[config.mk]
export PLATFORM = sky130hd
export DESIGN_NAME = ifu_fetch
export DESIGN_NICKNAME = d
export VERILOG_FILES = /design/src/rtl/ifu_fetch.sv
export SDC_FILE = /design/constraint.sdc
export NUM_CORES = 1
export LEC_CHECK = 0
export ABC_AREA = 0
export CAP_MARGIN = 20
export CORE_MARGIN = 3
export CORE_UTILIZATION = 60
export CTS_CLUSTER_SIZE = 8
export DETAILED_ROUTE_END_ITERATION = 12
export DONT_BUFFER_PORTS = 1
export PLACE_DENSITY = 0.78
export SLEW_MARGIN = 20
export SYNTH_ARGS = -nofsm -noshare
export SYNTH_HDL_FRONTEND = slang
export SYNTH_SLANG_ARGS = --single-unit
export TNS_END_PERCENT = 20
[constraint.sdc]
create_clock -name clk -period 4.53 [get_ports clk]
set_input_delay 0.906 -clock clk [delete_from_list [all_inputs] [get_ports clk]]
set_output_delay 0.906 -clock clk [all_outputs]
set_load 0.005 [all_outputs]
[src/rtl/ifu_fetch.sv]
// Instruction fetch unit: holds the architectural PC, issues word fetches to a
// variable-latency instruction memory and presents the fetched instruction to
// the datapath until it is acknowledged, at which point next_pc is committed.
module ifu_fetch #(
  parameter logic [31:0] RESET_PC    = 32'h0000_3000,
  parameter int unsigned MEM_TIMEOUT = 16
) (
  input  logic        clk,
  input  logic        reset,
  input  logic [31:0] next_pc,
  input  logic        instr_ack,
  output logic        mem_req,
  output logic [31:0] mem_addr,
  input  logic        mem_ready,
  input  logic [31:0] mem_rdata,
  output logic [31:0] instr,
  output logic        instr_valid,
  output logic [31:0] pc,
  output logic [31:0] pc4,
  output logic        fetch_err,
  output logic [31:0] instr_count
);

  // The counter only has to reach MEM_TIMEOUT-1.
  localparam int unsigned CntW = (MEM_TIMEOUT > 2) ? $clog2(MEM_TIMEOUT) : 1;
  localparam logic [CntW-1:0] CntLimit = CntW'(MEM_TIMEOUT - 1);

  typedef enum logic [1:0] {
    StReq,
    StValid,
    StErr
  } state_e;

  state_e          state_q, state_d;
  logic [31:0]     pc_q, pc_d;
  logic [31:0]     instr_q, instr_d;
  logic [31:0]     count_q, count_d;
  logic [CntW-1:0] cnt_q, cnt_d;

  // Next-state logic: fetch, present, commit, or lock up on error.
  always_comb begin
    state_d = state_q;
    pc_d    = pc_q;
    instr_d = instr_q;
    count_d = count_q;
    cnt_d   = cnt_q;
    unique case (state_q)
      StReq: begin
        // A capture wins over the timeout limit in the same cycle.
        if (mem_ready) begin
          instr_d = mem_rdata;
          cnt_d   = '0;
          state_d = StValid;
        end else if (cnt_q == CntLimit) begin
          state_d = StErr;
        end else begin
          cnt_d = cnt_q + CntW'(1);
        end
      end
      StValid: begin
        if (instr_ack) begin
          if (next_pc[1:0] == 2'b00) begin
            pc_d    = next_pc;
            count_d = count_q + 32'd1;
            state_d = StReq;
          end else begin
            state_d = StErr;
          end
        end
      end
      StErr: begin
        state_d = StErr;
      end
      default: begin
        state_d = StErr;
      end
    endcase
  end

  // State registers with asynchronous active-low reset.
  always_ff @(posedge clk or negedge reset) begin
    if (!reset) begin
      state_q <= StReq;
      pc_q    <= RESET_PC;
      instr_q <= '0;
      count_q <= '0;
      cnt_q   <= '0;
    end else begin
      state_q <= state_d;
      pc_q    <= pc_d;
      instr_q <= instr_d;
      count_q <= count_d;
      cnt_q   <= cnt_d;
    end
  end

  // Outputs decoded from state; mem_req is gated so it drops while reset is held.
  always_comb begin
    mem_req     = reset && (state_q == StReq);
    instr_valid = (state_q == StValid);
    fetch_err   = (state_q == StErr);
    mem_addr    = pc_q;
    pc          = pc_q;
    pc4         = pc_q + 32'd4;
    instr       = instr_q;
    instr_count = count_q;
  end

endmodule

== Yosys cells after proc, flatten, opt, wreduce, memory -nomap -nowiden ==
Index checks and enable logic that the tools add are counted.

* Reductions and logical operators: 7
* Multiplexer cells: 7
* $add $sub $neg: 3
* Equal/unequal tests: 6

{| class="wikitable"
|+ Operators by type and width
! operator !! number
|-
| $add A32 B1 Y32 const B || 1
|-
| $add A32 B3 Y32 const B || 1
|-
| $mux W2 || 4
|-
| $mux W4 || 2
|-
| $reduce_and A2 Y1 || 3
|-
| $add A4 B1 Y4 const B || 1
|-
| $eq A4 B4 Y1 const B || 1
|-
| $logic_not A2 Y1 || 2
|-
| $ne A2 B2 Y1 const B || 2
|-
| $pmux W2 S2 || 1
|-
| $ne A3 B3 Y1 const B || 1
|-
| $reduce_and A3 Y1 || 1
|-
| $eq A2 B1 Y1 const B || 1
|-
| $eq A2 B2 Y1 const B || 1
|-
| $logic_and A1 B1 Y1 || 1
|}

* Bits of input ports: 68
* Logic and storage cells: 28
* Register bits after elaboration: 102

== Longest topological paths before layout ==
* Depth in word-level cells: 4
* Depth in mapped cells: 6

== Worst setup path before layout ==
No wires, ideal clock.

* Path kind: register -> output
* Start: register pc_q[8], in the netlist mem_addr[8]
* End: output port pc4[26]
* Path slack: 1.998 ns
* Required time: 3.624 ns
* Arrival: 1.626 ns
* Cell stages (with the launch flop): 6
* Buffers on the path: 0
* Cell sequence: dfrtp_1 > nand4_1 > or3_4 > nor4_4 > nand4_1 > xnor2_1

* Word-level cells in the longest chain between the ends: 1

{| class="wikitable"
|+ Ends and longest elaborated chain
! element !! RTL line !! source
|-
| start: declaration || 35 || <nowiki>logic [31:0] pc_q, pc_d;</nowiki>
|-
| start signal: assignment || 90 || <nowiki>pc_q <= pc_d;</nowiki>
|-
| $add A32 B3 Y32 || 104 || <nowiki>pc4 = pc_q + 32'd4;</nowiki>
|-
| end: declaration || 19 || <nowiki>output logic [31:0] pc4,</nowiki>
|}

Every way passes these cells.

== Worst setup path after layout ==
* Start: register pc_q[8], in the netlist mem_addr[8]
* End: output port pc4[31]

The elaborated chain is that of the path after synthesis.

==> flow_summary.toml <==
[power_and_ir_drop]
power_switching_uw = 672
p_int_uw = 1570
swShare_pct = 30.0
power_density_nw_per_um2 = 448
power.share.clock_pct = 26.4
peakVddDrop_mv = 0.332
combPwrFrac_pct = 13.4
seqPwrFrac_pct = 60.2
power_leakage_uw = 0.00232
total_power_uw = 2240

[final_layout]
drive_gt1_share_pct = 13.1
instances_no_fill = 554
syn2layout_area_growth_pct = 0.732
fin_util_pct = 63.3
num-fill-cells = 624
fin_area_um2 = 5000
antenna_cells = 0
nets = 518

[setup_path]
slowest_stage = "dfrtp_1"
crit_type = "reg2out"
crit_fanout = 7
required_ns = 3.62
slowest_delay_ns = 0.52
cp_top_family = "simple AND/OR/NAND/NOR gates"
crit_path_end_kind = "output pin"
critPathBufInv = 0
start_kind = "flip-flop"
path_cells = "nand4_1 -> or3_4 -> nand3b_1 -> nor3_1 -> xor2_1"
crit_arrival_ns = 2.34

[clock_tree]
cts_sinks = 102
cts_setup_buffers = 0
cts_buffer_depth = 2
cts_tree = "built"
cts_resized = 0
htreeDepth = 3
clk_latency_ns = 0.36
path_clk_slew_ns = 0.11
clk_root_buffer_cell = "clkbuf_8"
cts-hold-fix-buffers = 0
numCtsBuffers = 9

[flow_run]
max-cap-violations = 0

[placement]
dp_hpwl_um = 7570
dpl_cell_area_um2 = 4790
gp_routability_congestion = 0.847
port_buffers = 0
dp.cells = 538

[floorplanning]
initial_core_util_pct = 62.9
die_h_um = 96.9
die_x_um = 96.9
num_rows = 32
core_area_um2 = 7890
die_area_um2 = 9390
io_pins = 231

[logic_synthesis]
synth_area_um2 = 4960
syn_area_per_cell_um2 = 10.3
synthTopCellsByCount = "123 x nand2_1, 100 x dfrtp_1, 44 x xnor2_1, 34 x buf_4, 32 x mux2_2"
yosys.area.top_type = "dfrtp_1"
synth_cells = 482
syn_nets = 553
seq_area_frac_synth_pct = 51.5
yosys_warnings = 0
synthDistinctLibCells = 37
ys_ff_latch = 102
synth_ff_type = "dfrtp_1"
synth_top_area_share_pct = 50.5
ys_top_cells_by_area = "dfrtp_1 50%, nand2_1 9.3%, xnor2_1 7.8%, mux2_2 7.3%, buf_4 5.1%"
synth_most_common_cell = "nand2_1"
async_flop_share_pct = 100
synth_edf_count = 0

[timing]
period_needed_ns = 3.24
final-setup-viol-count = 0
skew_ns = 0.0134
hold_violations = 0
rsz0062_at_grt = "false"
max-slew-margin-rel_pct = 69.8
drv_slew = 0
worstMarginPinSlew_ns = 0.450
fmax_mhz = 308
fin_tns_setup_ns = 0
post-route-period-util_pct = 71.6

[routing]
vias_per_cell = 5.91
firstDrtPassIters = 4
wl_per_cell_um = 19.0
antenna_left = 0
drt_iter0_markers = 166
drc_errors = 0
vias = 3272
wirelength_um = 10500

[global_routing]
gr-usage-met2_pct = 38.1
use_met1_pct = 25.6
grt-busiest-layer = "met2"
grtUsageTotal_pct = 22.1
grt_overflow = 0
grt_max_degree = 104
grt_pass1_vias = 3339
grt_first_pass_wirelength_um = 17000
met3_usage_pct = 8.07
antenna_found_initial = 0

[run_status]
status = "complete, no violations"

[min_path]
hold_path_class = "in2async"
-- worst paths after layout --
path                                                  start                          end  slack, ns  cells past startpoint
worst max-delay path                mem_addr[8]$_DFFE_PN0P_                      pc4[31]       1.29                      5
worst min-delay path                                  reset  instr_count[28]$_DFFE_PN0P_       0.22                      0
worst max register to register       state_q[1]$_DFFE_PN0P_  instr_count[24]$_DFFE_PN0P_       2.58                      5
worst min register to register  instr_count[31]$_DFFE_PN0P_  instr_count[31]$_DFFE_PN0P_       0.50                      1
max in group asynchronous                             reset     mem_addr[12]$_DFFE_PN1P_       4.10                      0
min in group clk                instr_count[31]$_DFFE_PN0P_  instr_count[31]$_DFFE_PN0P_       0.50                      1
-- worst register-to-register path: stages, from the launching register on --
cell     delay [ns]
dfrtp_1        0.46
nor4b_4        0.43
nand4_1        0.24
nor2_1         0.37
nand4_1        0.18
xnor2_1        0.16
-- sequential cells by signal, indices dropped and copies added (netlist names) --
name	cells
mem_addr	32
cnt_q	4
instr	32
state_q	2
instr_count	32
-- power by group through the flow --
stage               logic [uW]  clock network [uW]  registers [uW]
floorplan                  324                   0            1290
global placement           286                   0            1360
detailed placement         308                   0            1360
CTS                        306                 608            1350
global route               340                 648            1380
finish                     300                 592            1350
-- cell type report --
type	count	area [um2]	share of cell area, %
Clock inverter	6	78.8	1.58
Tap cell	102	128	2.55
Multi-Input combinational cell	328	2070	41.5
Inverter	3	11.3	0.225
Sequential cell	102	2550	51.1
Clock buffer	10	128	2.55
Timing Repair Buffer	3	22.5	0.451
-- cell usage in the layout (no fill, tap or decap), drive strengths merged, types with 4 or more instances in the layout --
master | netlist | final
nand2 | 123 | 123
mux2 | 32 | 32
and2 | 8 | 8
dfrtp | 100 | 100
xnor2 | 44 | 44
nand4 | 18 | 18
o21ai | 5 | 5
nor2 | 17 | 17
nor3 | 6 | 6
nand3 | 18 | 18
clkbuf | 8 | 10
and3 | 9 | 9
inv | 3 | 6
nor4 | 4 | 4
and4 | 7 | 7
xor2 | 15 | 15
-- layer usage --
layer / wire length, um / vias up
met4: 146 / 0
met2: 5180 / 166
met1: 4240 / 1595
met3: 983 / 15
met5: 0 / -
li1: - / 1496
-- through the flow --
step	setup WS, ns	hold slack (ns)
3_3_place_gp	1.76	0.482
3_5_place_dp	1.67	0.485
5_1_grt	1.13	0.188
6_report	1.29	0.220
2_1_floorplan	2.00	0.465
4_1_cts	1.26	0.203
-- cells by family (layout without fill, tap and decap cells) --
group	count (synthesis)	after routing	share of synthesized area (%)
AOI/OAI and AO/OA	14	14	1.82
and+or+nand+nor	220	220	21.5
muxes	32	32	7.27
xor gates and xnor gates	59	59	10.4
DFF	102	102	51.5
buffers and inverters	52	22	6.69
adders and majority gates	3	3	0.757
Power figures use the tool's default switching activity.
==> edit 1, RTL diff (same settings) <==
`instr_q` no longer has a reset.
--- a/src/rtl/ifu_fetch.sv
+++ b/src/rtl/ifu_fetch.sv
@@ -83,5 +83,4 @@
       state_q <= StReq;
       pc_q    <= RESET_PC;
-      instr_q <= '0;
       count_q <= '0;
       cnt_q   <= '0;
@@ -89,8 +88,11 @@
       state_q <= state_d;
       pc_q    <= pc_d;
-      instr_q <= instr_d;
       count_q <= count_d;
       cnt_q   <= cnt_d;
     end
+  end
+
+  always_ff @(posedge clk) begin
+    instr_q <= instr_d;
   end
 
Behaviour: not the same (a bounded check fails within 4 cycles, from zero or initial values and one cycle with reset low).
==> edit 1 against the original RTL <==
Hold slack gained 0.0047 ns; sequential cell count is the same; first-iteration DRC count is 24% lower; cell area is 3.2% lower; synthesized area decreased by 3.0%; total power is 9.8% lower; routed wire length is 1.1% higher; fmax shrank 4.4%; sequential power fell by 6%; setup slack lost 0.15 ns; sequential share of layout area increased by 5.0 points; cell count fell by 15%; global-route usage increased by 1.1 points; critical endpoint is now pc4[18]; largest cell class unchanged.
==> edit 1: results (changes against the original RTL) <==
* Status: complete, no violations (unchanged)
* Filler Cell Count at 616 (was 624)
* Maximum resistive drop on vdd at 0.268 mV (was 0.332 mV)
* HPWL Detailed at 7730 µm (was 7570 µm)
* Reg2Reg Depth at 3 (was 5)
* Hold_ws at 0.225 ns (was 0.220 ns)
* DP Worst Slack at 1.36 ns (was 1.67 ns)
* LEAKAGE at 0.00199 µW (was 0.00232 µW)
* Post-synth ARST share at 0.686 (was 1.00)
* Post-synth EDFFs at 32 (was 0)
* Post-DP Area at 0.00465 mm² (was 0.00479 mm²)
* Worst r2r dst: mem_addr[23]$_DFFE_PN0P_ (was instr_count[24]$_DFFE_PN0P_)
* Synth cell count leaders: 68 x dfrtp_1, 44 x xnor2_1, 34 x buf_4, 32 x edfxtp_1, 30 x nand2_1 (was 123 x nand2_1, 100 x dfrtp_1, 44 x xnor2_1, 34 x buf_4, 32 x mux2_2)
* Rel. slew slack at 0.303 (was 0.698)
* Synth Net Count at 470 (was 553)
* Setup Skew at 0.00833 ns (was 0.0134 ns)
* Placed Cells incl. Taps at 456 (was 538)
* Slowest cell on crit path: nor3b_1 (was dfrtp_1)
* Flip-flop and latch area at 0.00272 mm² (was 0.00255 mm²)
* Comb pwr at 221 µW (was 300 µW)
* R2r setup slk at 2.31 ns (was 2.58 ns)
* RePlAce Congestion at 0.905 (was 0.847)
* Nets at 436 (was 518)
* Fraction of layout cells with a size suffix above 1 at 0.154 (was 0.131)
* Vias at 2958 (was 3272)
* Syn avg cell area at 12.1 µm² (was 10.3 µm²)
* Seq/Total Area, Yosys at 0.564 (was 0.515)
* First-pass GRT wire length at 15900 µm (was 17000 µm)
* Tot GR Track Use at 0.232 (was 0.221)
* Vias in the first global route at 2925 (was 3339)
* Slowest Stage Delay on Critical Path at 0.55 ns (was 0.52 ns)
* Area contributors post-synth: dfrtp_1 35%, edfxtp_1 20%, xnor2_1 8.0% (was dfrtp_1 50%, nand2_1 9.3%, xnor2_1 7.8%)
* Synth unique cells at 39 (was 37)
==> edit 1: changes by cell type after synthesis, moves of 4 or more <==
cell      before  now
nor2_1        17   12
o21ai_0        5    9
dfrtp_1      100   68
mux2_2        32   26
nand3_1       18   28
nor3_1         5   10
inv_1          3    9
buf_2          7    2
edfxtp_1       0   32
and2_1         8    3
nand2_1      123   30
==> edit 1: layout make-up <==
cell class / count / area share
clock buffers: 9 / 0.0256
multi-input cells: 242 / 0.367
clock inverters: 7 / 0.0116
repair buffers: 1 / 0.00155
well taps: 102 / 0.0264
inverters: 9 / 0.00698
flip-flops and latches: 102 / 0.561
==> edit 1: cell families (layout without fill, tap and decap cells) <==
group | Yosys count | in the layout | synth area share
buf+inv | 55 | 26 | 0.0715
fa+ha+maj | 3 | 3 | 0.00780
mux | 26 | 26 | 0.0609
compound gates | 17 | 17 | 0.0203
simple gates | 137 | 137 | 0.168
flops | 102 | 102 | 0.564
xor+xnor | 59 | 59 | 0.107
==> edit 1: routing by layer <==
metal,vias to the layer above,global-route usage,wire (µm)
li1,1307,-,-
met1,1484,0.266,4050
met2,154,0.395,5610
met3,13,0.0939,890
met4,0,0.0735,119
met5,-,0,0
==> edit 1: worst max path at each step <==
stage	from	end	slack, ns	depth (start not counted)
2_1_floorplan	mem_addr[2]$_DFFE_PN0P_	pc4[18]	1.89	6
3_3_place_gp	mem_addr[6]$_DFFE_PN0P_	pc4[31]	1.45	4
3_5_place_dp	mem_addr[6]$_DFFE_PN0P_	pc4[26]	1.36	4
4_1_cts	mem_addr[6]$_DFFE_PN0P_	pc4[26]	0.91	4
5_1_grt	mem_addr[3]$_DFFE_PN0P_	pc4[18]	0.86	5
6_report	mem_addr[3]$_DFFE_PN0P_	pc4[18]	1.14	5
==> edit 2, RTL diff (config.mk and constraints unchanged) <==
Without the edit above. Change the parameter `MEM_TIMEOUT` from 16 to 32.
--- a/src/rtl/ifu_fetch.sv
+++ b/src/rtl/ifu_fetch.sv
@@ -4,5 +4,5 @@
 module ifu_fetch #(
   parameter logic [31:0] RESET_PC    = 32'h0000_3000,
-  parameter int unsigned MEM_TIMEOUT = 16
+  parameter int unsigned MEM_TIMEOUT = 32
 ) (
   input  logic        clk,
Function: no difference found for any inputs over 4 cycles, from zero or initial values and one cycle with reset low; that may be too few to reach the edited logic, so the function may still have changed.
==> edit 2 against the original RTL <==
First-iteration DRC count shrank 31%; routed wire length increased by 5.8%; synthesized area increased by 3.5%; synthesized cell count increased by 3.7%; highest routed layer unchanged; total power increased by 8.3%; via count rose by 6.7%; core utilization shrank 0.55 points; setup slack lost 0.045 ns; sequential cell count increased by 1; critical path depth fell by 1; cell area is 3.8% higher.
==> edit 2: results (changes against the original RTL) <==
* Status: complete, no violations (unchanged)
* CTS clk-pin slew, worst paths at 0.10 ns
* H-tree levels at 3 (unchanged)
* DP Worst Slack at 1.63 ns (was 1.67 ns)
* RePlAce Congestion at 0.885 (was 0.847)
* Largest net degree at the start of global routing at 105 (was 104)
* IO Port Bufs at 0 (unchanged)
* Area contributors post-synth: dfrtp_1 49%, nand2_1 8.3%, mux2_2 7.0% (was dfrtp_1 50%, nand2_1 9.3%, xnor2_1 7.8%)
* Initial drt markers at 115 (was 166)
* Critical path fanouts, max at 9 (was 7)
* Arrival @ worst endpoint at 2.38 ns (was 2.34 ns)
* Nets at 538 (was 518)
* Synth cell count leaders: 114 x nand2_1, 101 x dfrtp_1, 37 x xnor2_1, 34 x buf_4, 32 x mux2_2 (was 123 x nand2_1, 100 x dfrtp_1, 44 x xnor2_1, 34 x buf_4, 32 x mux2_2)
* LEAKAGE at 0.00243 µW (was 0.00232 µW)
* HPWL Detailed at 7990 µm (was 7570 µm)
* Total Wirelength at 11200 µm (was 10500 µm)
* Mux contribution to synthesized area at 0.0702 (was 0.0727)
* Vias in the first global route at 3618 (was 3339)
* Root buffer cell: clkbuf_8 (unchanged)
* First-pass GRT wire length at 18500 µm (was 17000 µm)
* Compound-Gate Fraction of Synth Area at 0.0163 (was 0.0182)
* Vias at 3492 (was 3272)
* Synth Area in Adders at 0.00975 (was 0.00757)
* Reg2Reg Depth at 4 (was 5)
* Cts bufs inserted at 9 (unchanged)
* Antenna violations before repair at 0 (unchanged)
* Synth Net Count at 572 (was 553)
* Post-Synth XOR/XNOR Area at 0.101 (was 0.104)
* Post-synth ARST share at 1.00 (unchanged)
* Latest clock arrival within the worst-skew pair at 0.35 ns
* Rel. slew slack at 0.391 (was 0.698)
* CTS Buffer Depth at 2 (unchanged)
* Filler Cell Count at 664 (was 624)
* Fraction of layout cells with a size suffix above 1 at 0.136 (was 0.131)
* Syn. warnings at 0 (unchanged)
* Hold Crit Class: in -> async (unchanged)
* Synth unique cells at 39 (was 37)
* CTS resizes at 0 (unchanged)
* Tot GR Track Use at 0.235 (was 0.221)
* Buffers inserted by post-CTS timing repair at 0 (unchanged)
* Pre-Repair DR Iteration Count at 4 (unchanged)
* Sw power at 774 µW (was 672 µW)
* Maximum resistive drop on vdd at 0.310 mV (was 0.332 mV)
* Setup Skew at 0.00975 ns (was 0.0134 ns)
* Seq/Total Area, Yosys at 0.502 (was 0.515)
## edit 2: changes by cell type after synthesis, moves of 5 or more
cell     unedited run  this run
xnor2_1            44        37
nand2_1           123       114
inv_1               3        10
xor2_1             15        22
and2_1              8         3
nor3_1              5        13
## edit 2: area by class of cell
type / count / share of cell area
Clock buffer: 10 / 0.0265
Timing Repair Buffer: 3 / 0.00434
Multi-Input combinational cell: 339 / 0.424
Sequential cell: 103 / 0.498
Inverter: 10 / 0.00724
Tap cell: 105 / 0.0253
Clock inverter: 6 / 0.0147
## edit 2: path summary, 6_finish.rpt
check | endpoint | slack, ns | start
max | pc4[29] | 1.24 | mem_addr[6]$_DFFE_PN0P_
min | instr_count[12]$_DFFE_PN0P_ | 0.23 | reset
max reg2reg | instr_count[26]$_DFFE_PN0P_ | 2.39 | instr_count[7]$_DFFE_PN0P_
min reg2reg | instr_count[31]$_DFFE_PN0P_ | 0.51 | instr_count[31]$_DFFE_PN0P_
max in group asynchronous | mem_addr[13]$_DFFE_PN1P_ | 4.07 | reset
min in group clk | instr_count[31]$_DFFE_PN0P_ | 0.51 | instr_count[31]$_DFFE_PN0P_
## edit 2: metrics by stage
| step | cells | utilization | instance area [µm²] | hold WS, ns |
|---|---|---|---|---|
| global route | 576 | 0.628 | 5180 | 0.198 |
| CTS | 576 | 0.628 | 5180 | 0.212 |
| global placement | 560 | 0.602 | 4970 | 0.494 |
| floorplan | 500 | - | 5130 | 0.465 |
| finish | 576 | 0.628 | 5180 | 0.234 |
| detailed placement | 560 | 0.602 | 4970 | 0.490 |
## edit 2: logic make-up (layout without fill, tap and decap cells)
logic type,count (synthesis),in the layout
AND/OR/NAND/NOR,229,229
adder cells (fa/ha/maj),4,4
AO/OA/AOI/OAI,15,15
flip-flops,103,103
buffers and inverters,58,29
XOR/XNOR,59,59
multiplexers,32,32
## edit 2: critical path, stage by stage (launching register included)
cell	delay [ns]
dfrtp_1	0.54
nand4_1	0.39
nor4_4	0.66
nand3_1	0.17
xnor2_1	0.27
## edit 2: power by group through the flow
stage | clock network [µW] | registers, µW | logic (µW)
5_1_grt | 657 | 1500 | 426
2_1_floorplan | 0 | 1370 | 420
6_report | 598 | 1460 | 371
4_1_cts | 618 | 1460 | 376
3_3_place_gp | 0 | 1470 | 355
3_5_place_dp | 0 | 1470 | 378
## edit 2: per-layer routing
metal,wire [µm],GRT usage,vias up,part of all wire
met1,4520,0.289,1722,0.40
met5,0,0,-,0
met3,1000,0.0835,16,0.090
li1,-,-,1576,-
met2,5480,0.385,178,0.49
met4,159,0.0882,0,0.014
